===== src/rtl/fifo_pkg.sv =====
// Shared definitions for the transaction-layer FIFO read side:
// default word width, drain FSM states, skid buffer depth and the pop gate.
package fifo_pkg;

  localparam int DATA_WIDTH_DEF = 10;
  localparam int SKID_DEPTH     = 2;
  localparam int CNT_W          = $clog2(SKID_DEPTH + 1);

  typedef enum logic {
    IDLE  = 1'b0,
    DRAIN = 1'b1
  } state_t;

  // A pop is allowed when the words already held plus the one in flight,
  // minus the one leaving this cycle, still leave a free skid slot.
  function automatic logic can_pop(input logic [CNT_W-1:0] cnt,
                                   input logic             inflight,
                                   input logic             deq);
    logic [CNT_W:0] occ;
    logic [CNT_W:0] lim;
    occ = (CNT_W+1)'(cnt) + (CNT_W+1)'(inflight);
    lim = (CNT_W+1)'(SKID_DEPTH) + (CNT_W+1)'(deq);
    return occ < lim;
  endfunction

endpackage


===== src/rtl/skid_buf2.sv =====
// Two-entry skid buffer: tail write on push, head shift on pop, both in the
// same cycle keep the count and move entry 1 to the head.
module skid_buf2
  import fifo_pkg::*;
#(
  parameter int DATA_WIDTH = DATA_WIDTH_DEF
) (
  input  logic                  clk,
  input  logic                  reset,
  input  logic                  push,
  input  logic [DATA_WIDTH-1:0] din,
  input  logic                  pop,
  output logic [DATA_WIDTH-1:0] dout,
  output logic [CNT_W-1:0]      cnt
);

  logic [DATA_WIDTH-1:0] e0, e1;

  assign dout = e0;

  // Entry storage and occupancy; the upstream pop gate guarantees no push
  // lands on a full buffer unless the head leaves in the same cycle.
  always_ff @(posedge clk) begin
    if (reset) begin
      e0  <= '0;
      e1  <= '0;
      cnt <= '0;
    end else begin
      case ({push, pop})
        2'b10: begin
          if (cnt == '0) e0 <= din;
          else           e1 <= din;
          cnt <= cnt + CNT_W'(1);
        end
        2'b01: begin
          e0  <= e1;
          cnt <= cnt - CNT_W'(1);
        end
        2'b11: begin
          if (cnt == CNT_W'(1)) begin
            e0 <= din;
          end else begin
            e0 <= e1;
            e1 <= din;
          end
        end
        default: ;
      endcase
    end
  end

  a_no_overflow: assert property (@(posedge clk) disable iff (reset)
    !(push && !pop && cnt == CNT_W'(SKID_DEPTH)));

endmodule


===== src/rtl/fifo_drain_ctrl.sv =====
// Read-side drain controller for the transaction-layer FIFO. Decides when to
// pop, captures the returned word a cycle later and hands words downstream
// through a 2-entry skid buffer. Optional FIFO_DRAIN_STATS_EN adds pop and
// stall counters as extra outputs.
module fifo_drain_ctrl
  import fifo_pkg::*;
#(
  parameter int DATA_WIDTH  = DATA_WIDTH_DEF,
  parameter int WAIT_CYCLES = 8
) (
  input  logic                  clk,
  input  logic                  reset,
  input  logic                  fifo_empty,
  input  logic                  fifo_almost_empty,
  input  logic [DATA_WIDTH-1:0] fifo_data_out,
  output logic                  fifo_pop,
  output logic                  out_valid,
  output logic [DATA_WIDTH-1:0] out_data,
  input  logic                  out_ready,
  output logic                  busy
`ifdef FIFO_DRAIN_STATS_EN
  ,
  output logic [15:0]           pop_count,
  output logic [15:0]           stall_count
`endif
);

  localparam logic [7:0] WAIT_LAST = 8'(WAIT_CYCLES - 1);

  state_t           state;
  logic [7:0]       wait_cnt;
  logic             pop_q;
  logic [CNT_W-1:0] buf_cnt;
  logic             deq;

  assign out_valid = (buf_cnt != '0);
  assign deq       = out_valid && out_ready;
  assign busy      = (state == DRAIN);
  assign fifo_pop  = (state == DRAIN) && !fifo_empty && can_pop(buf_cnt, pop_q, deq);

  // Drain FSM: go straight to DRAIN when the FIFO is comfortably full,
  // otherwise let a small backlog age for WAIT_CYCLES before forcing it out.
  always_ff @(posedge clk) begin
    if (reset) begin
      state    <= IDLE;
      wait_cnt <= '0;
    end else begin
      case (state)
        IDLE: begin
          if (!fifo_empty && !fifo_almost_empty) begin
            state    <= DRAIN;
            wait_cnt <= '0;
          end else if (!fifo_empty) begin
            if (wait_cnt == WAIT_LAST) begin
              state    <= DRAIN;
              wait_cnt <= '0;
            end else begin
              wait_cnt <= wait_cnt + 8'd1;
            end
          end else begin
            wait_cnt <= '0;
          end
        end
        DRAIN: begin
          if (fifo_empty && !fifo_pop) begin
            state    <= IDLE;
            wait_cnt <= '0;
          end
        end
        default: begin
          state    <= IDLE;
          wait_cnt <= '0;
        end
      endcase
    end
  end

  // Marks the cycle in which the FIFO presents the word popped last cycle.
  always_ff @(posedge clk) begin
    if (reset) pop_q <= 1'b0;
    else       pop_q <= fifo_pop;
  end

  skid_buf2 #(.DATA_WIDTH(DATA_WIDTH)) u_skid (
    .clk   (clk),
    .reset (reset),
    .push  (pop_q),
    .din   (fifo_data_out),
    .pop   (deq),
    .dout  (out_data),
    .cnt   (buf_cnt)
  );

`ifdef FIFO_DRAIN_STATS_EN
  // Pop counter wraps; stall counter sticks at all-ones.
  always_ff @(posedge clk) begin
    if (reset) begin
      pop_count   <= '0;
      stall_count <= '0;
    end else begin
      if (fifo_pop) pop_count <= pop_count + 16'd1;
      if (out_valid && !out_ready && stall_count != 16'hFFFF)
        stall_count <= stall_count + 16'd1;
    end
  end
`endif

  a_no_pop_on_empty: assert property (@(posedge clk) disable iff (reset)
    !(fifo_pop && fifo_empty));

endmodule


===== config.mk =====
export PLATFORM = sky130hd
export DESIGN_NAME = fifo_drain_ctrl
export DESIGN_NICKNAME = d
export VERILOG_FILES = /design/src/rtl/fifo_pkg.sv /design/src/rtl/skid_buf2.sv /design/src/rtl/fifo_drain_ctrl.sv
export SDC_FILE = /design/constraint.sdc
export NUM_CORES = 1
export LEC_CHECK = 0
export CAP_MARGIN = 5
export CORE_UTILIZATION = 55
export DETAILED_ROUTE_END_ITERATION = 8
export PLACE_DENSITY = 0.92
export SETUP_SLACK_MARGIN = 0.4
export SYNTH_ARGS = -nofsm -noshare
export SYNTH_HDL_FRONTEND = slang
export SYNTH_SLANG_ARGS = --single-unit

===== constraint.sdc =====
create_clock -name clk -period 5.2 [get_ports clk]
set_input_delay 0.52 -clock clk [delete_from_list [all_inputs] [get_ports clk]]
set_output_delay 0.52 -clock clk [all_outputs]
set_load 0.05 [all_outputs]

### Yosys cells after proc, flatten, opt, wreduce, memory -nomap -nowiden

Cells that the tools add are included.

| word-level totals | value |
|---|---|
| flip-flop bits (word level) | 32 |
| input port bits | 15 |
| word-level logic and storage cells | 54 |
| output and inout bits | 13 |

| cells by class | value |
|---|---|
| add/subtract/negate cells | 5 |
| bitwise gates (word level) | 1 |
| equal/unequal tests | 9 |
| $lt $le $gt $ge | 1 |
| multiplexer cells | 17 |
| reduce and logical (&&, ||, !) cells | 15 |

Operators with widths:

| operator | number |
|---|---|
| $mux 10 | 4 |
| $mux 8 | 4 |
| $pmux 10 s3 | 1 |
| $pmux 10 s2 | 1 |
| $pmux 8 s2 | 1 |
| $add 8x1->8 const B | 1 |
| $eq 8x3->1 const B | 1 |
| $reduce_bool 2->1 | 3 |
| $logic_and 1x1->1 | 5 |
| $eq 2x1->1 const B | 2 |
| $eq 2x2->1 const B | 2 |
| $mux 1 | 4 |
| $ne 2x1->1 const B | 2 |
| $ne 2x2->1 const B | 2 |
| $pmux 2 s2 | 1 |
| $add 2x1->3 | 1 |
| $add 2x1->3 const A | 1 |
| $logic_not 1->1 | 3 |
| $lt 3x3->1 | 1 |
| $reduce_and 3->1 | 1 |
| $reduce_bool 3->1 | 1 |
| $add 2x1->2 const B | 1 |
| $logic_not 2->1 | 1 |
| $pmux 1 s2 | 1 |
| 3 further kinds | 3 |

### Logic depth before layout (Yosys ltp)

| depth | value |
|---|---|
| word-level depth | 9 |
| mapped depth | 10 |

### Hierarchy

From an unflattened synthesis, not the netlist that was laid out.

| second synthesis, totals | value |
|---|---|
| cell total of the unflattened synthesis | 193 |
| area total of the unflattened synthesis | 1,666.6 µm² |

By module, submodules not included:

| module | times used | sequential area each (µm²) | area an instance (µm²) | cells each |
|---|---|---|---|---|
| skid_buf2 | 1 | 440.4 | 1,098.6 | 129 |
| fifo_drain_ctrl | 1 | 200.2 | 568.0 | 64 |

### Worst setup path before layout

OpenSTA, ideal clock, no wires.

| path | value |
|---|---|
| kind | reg-to-output |
| start point | register state (netlist: busy) |
| end point | output port fifo_pop |
| slack | 3.102 ns |
| buffers on the path | 1 |
| stages on the path, launching flop included | 4 |
| data arrival time | 1.578 ns |
| cells stage by stage | dfxtp_1 nor2b_1 clkbuf_1 and3b_1 |

| on the way | value |
|---|---|
| longest elaborated chain between the ends | 2 |

Ends and longest elaborated chain:

| what | RTL line | RTL |
|---|---|---|
| from (decl) | fifo_drain_ctrl.sv:30 | `state_t state;` |
| from (signal assigned) | fifo_drain_ctrl.sv:45 | `state <= IDLE;` |
| from (signal assigned) | fifo_drain_ctrl.sv:51 | `state <= DRAIN;` |
| from (signal assigned) | fifo_drain_ctrl.sv:55 | `state <= DRAIN;` |
| $logic_and 1x1->1 (2 in a row) | fifo_drain_ctrl.sv:39 | `assign fifo_pop = (state == DRAIN) && !fifo_empty && can_pop(buf_cnt, pop_q, deq);` |
| to (decl) | fifo_drain_ctrl.sv:16 | `output logic fifo_pop,` |

Every way passes these cells.

### Final worst setup path

| path | value |
|---|---|
| start point | input port fifo_empty |
| end point | output port fifo_pop |

| on the way | value |
|---|---|
| longest elaborated chain between the ends | 3 |

Ends and longest elaborated chain:

| what | RTL line | RTL |
|---|---|---|
| from (decl) | fifo_drain_ctrl.sv:13 | `input logic fifo_empty,` |
| $logic_not 1->1 | -- |  |
| $logic_and 1x1->1 (2 in a row) | fifo_drain_ctrl.sv:39 |  |

Every way passes these cells.

==> results_dict.tcl <==
set metrics [dict create \
    startpoint "fifo_empty" \
    internal-power_w 0.000483 \
    p_leak_nw 0.754 \
    dp_cells 216 \
    max-clock-path-buffers 2 \
    cts_tree "yes" \
    ios 28 \
    async_reset_ff_share_pct 0 \
    nFillCells 187 \
    clock_power_share_pct 24.0 \
    grt_use_total_pct 25.2 \
    power_frac_comb_pct 38.5 \
    dr_wl_met2_microns 1680 \
    postCtsHoldBufs 0 \
    drt_iter0_drc 31 \
    worstPathRequired_ns 4.68 \
    diodes 0 \
    grt_max_degree 33 \
    ys_warn_count 0 \
    layout-drive-gt1-share_pct 6.70 \
    crit_slowest_cell "clkdlybuf4s50_1" \
    ant_nets 0 \
    cap_violations 0 \
    ys_top_cells_by_area "dfxtp_1, ha_1, mux2i_1" \
    hold_path.class "flip-flop to flip-flop" \
    ys_seq_area_share_pct 42.6 \
    synth_top_area_share_pct 42.6 \
    drt-total-wl_microns 3290 \
    status "finished clean" \
    die_area_sq_mm 0.00295 \
    crit_path_max_incr_delay_ns 0.81 \
    period_share_pct 58.2 \
    syn2layout_area_growth_pct 23.7 \
    fin_skew_ns 0.00738 \
    io_buffers 27 \
    avgSynthCellArea_sq_um 9.01 \
    worstPathCellList "clkdlybuf4s50_1, nor2b_1, and3b_1, clkdlybuf4s50_1" \
    min-delay-start "u_skid.dout[6]$_SDFFE_PP0P_" \
    stdcell_count 224 \
    die_height_microns 54.3 \
    wl_per_cell_microns 14.7 \
    root_buffer "clkbuf_4" \
    cts_buffers 5 \
    synth_nets 191 \
    maxSlewHeadroom_pct 14.6 \
    dpl.hpwl_microns 2330 \
    cp-end-kind "output port" \
    core_sq_mm 0.00252 \
    netlist_top_cells_count "dfxtp_1, nor2_1, a211oi_1" \
    worstPathMaxFanout 8 \
    critPathLaunchType "input port" \
    postCtsSetupRepairBufs 0 \
    die_w_microns 54.3 \
    synthDistinctLibCells 35 \
    path_class "input port to output port" \
    hold_viol_final 0 \
    ctsResizeCount 0 \
    grt_pass1_wl_microns 5130 \
    start_util_pct 59.7 \
    htreeDepth 2 \
    cp_common_cell "clkdlybuf4s50_1" \
    routedLengthMet1_microns 1390 \
    synth_seq_cells 32 \
    cts_sinks 32 \
    pwr-share-seq_pct 37.5 \
    power.share.switching_pct 38.4 \
    arrival_ns 2.51 \
    num_vias 1354 \
    avgViaCountPerCell 6.04 \
    dr_wl_met3_microns 145 \
    r2r_start "u_skid.cnt[0]$_SDFFE_PP0P_" \
    synth_largest_area_cell "dfxtp_1" \
    setup_viol 0 \
    clock_latency_ns 0.34 \
    max_freq_mhz 330 \
    place.gp.congestion 0.847 \
    reg2reg_depth 8 \
    synth.most_common_cell "dfxtp_1" \
    min_path_cells 2 \
    rsz0062_at_grt "no" \
    dr.pass1.iters 4 \
    synth_ff_type "dfxtp_1" \
    power.density_mw_per_mm2 421 \
    peakVddDrop_v 0.000340 \
    grt_pass1_vias 1162 \
    final_nets 217 \
    switching_power_w 0.000301 \
    antenna_found_initial 0 \
    drc 0 \
    maxSlewViolCount 0 \
    netlist_instances 167 \
    setup_tns_ns 0 \
    gr-total-overflow 0 \
    synth_area_sq_mm 0.00151 \
    dr.max_layer_used "met4" \
    finalCriticalPeriod_ns 3.03 \
    synth_edf_count 0 \
    clk_pin_slew_ns 0.10 \
    worst_slew_pin_slew_ns 1.27 \
    core.rowCount 18 \
]
## placed cells by master (no fill, tap or decap), types with 2 or more instances in the layout
| cell | n |
|---|---|
| nand4_1 | 2 |
| nand3_1 | 6 |
| o21ai_1 | 2 |
| a22oi_1 | 10 |
| nand2_1 | 9 |
| inv_1 | 8 |
| a211oi_1 | 12 |
| nor2b_1 | 3 |
| a21oi_1 | 2 |
| mux2i_1 | 11 |
| xor2_1 | 2 |
| dfxtp_1 | 32 |
| ha_1 | 9 |
| or3_1 | 3 |
| nor2_1 | 23 |
| o21ai_0 | 3 |
| or2_2 | 2 |
| clkbuf_4 | 5 |
| clkdlybuf4s50_1 | 27 |
| a31oi_1 | 4 |
## flip-flops by register name, summed over array words and instances, names as in the netlist
signal,cells
busy,1
pop_q,1
u_skid.cnt,2
u_skid.dout,10
u_skid.e1,10
wait_cnt,8
## routing by layer
metal	vias to the layer above	GRT usage, %
met5	-	0
met4	0	12.8
met3	7	9.17
met2	41	41.1
met1	651	28.8
li1	655	-
## final timing paths
| kind | to | slack, ns |
|---|---|---|
| max | fifo_pop | 2.17 |
| min | u_skid.dout[6]$_SDFFE_PP0P_ | 0.51 |
| max reg2reg | u_skid.dout[2]$_SDFFE_PP0P_ | 2.92 |
| min reg2reg | u_skid.dout[6]$_SDFFE_PP0P_ | 0.51 |
## critical path: cells and delay by family
family	cells	cell delay [ns]
buf+inv	2	1.29
simple gates	2	0.70
## kinds of logic (layout without fill, tap and decap cells)
logic type      after synthesis  after routing  synth area share [%]
buf+inv                      17             44                  4.32
mux                          11             11                  7.32
xor+xnor                      2              2                  1.16
flops                        32             32                  42.6
fa+ha+maj                     9              9                  7.48
compound gates               39             39                  18.5
simple gates                 57             57                  18.7
## power groups by stage
stage	sequential [W]	clock, W	combinational, W
floorplan	0.000375	0	0.000131
global route	0.000299	0.000198	0.000323
detailed placement	0.000300	0	0.000299
global placement	0.000296	0	0.000287
CTS	0.000295	0.000189	0.000301
finish	0.000294	0.000188	0.000302
## cell type report
class / count / area, sq um / share of cell area, %
tap: 30 / 37.5 / 2.02
clock inverter: 2 / 35.0 / 1.88
sequential: 32 / 641 / 34.4
multi-input combinational: 118 / 800 / 42.9
timing repair buffer: 28 / 278 / 14.9
clock buffer: 6 / 41.3 / 2.22
inverter: 8 / 30.0 / 1.61
## metrics by stage
step	setup WS, ns	power (W)	util (%)	hold slack, ns	instance area, sq um
3_3_place_gp	2.24	0.000584	70.8	0.476	1790
4_1_cts	2.18	0.000785	73.8	0.508	1860
3_5_place_dp	2.19	0.000599	70.8	0.494	1790
6_report	2.17	0.000784	73.8	0.506	1860
5_1_grt	2.04	0.000820	73.8	0.543	1860
2_1_floorplan	3.10	0.000506	-	0.464	1510
No activity file was read; power rests on OpenSTA's default activity.
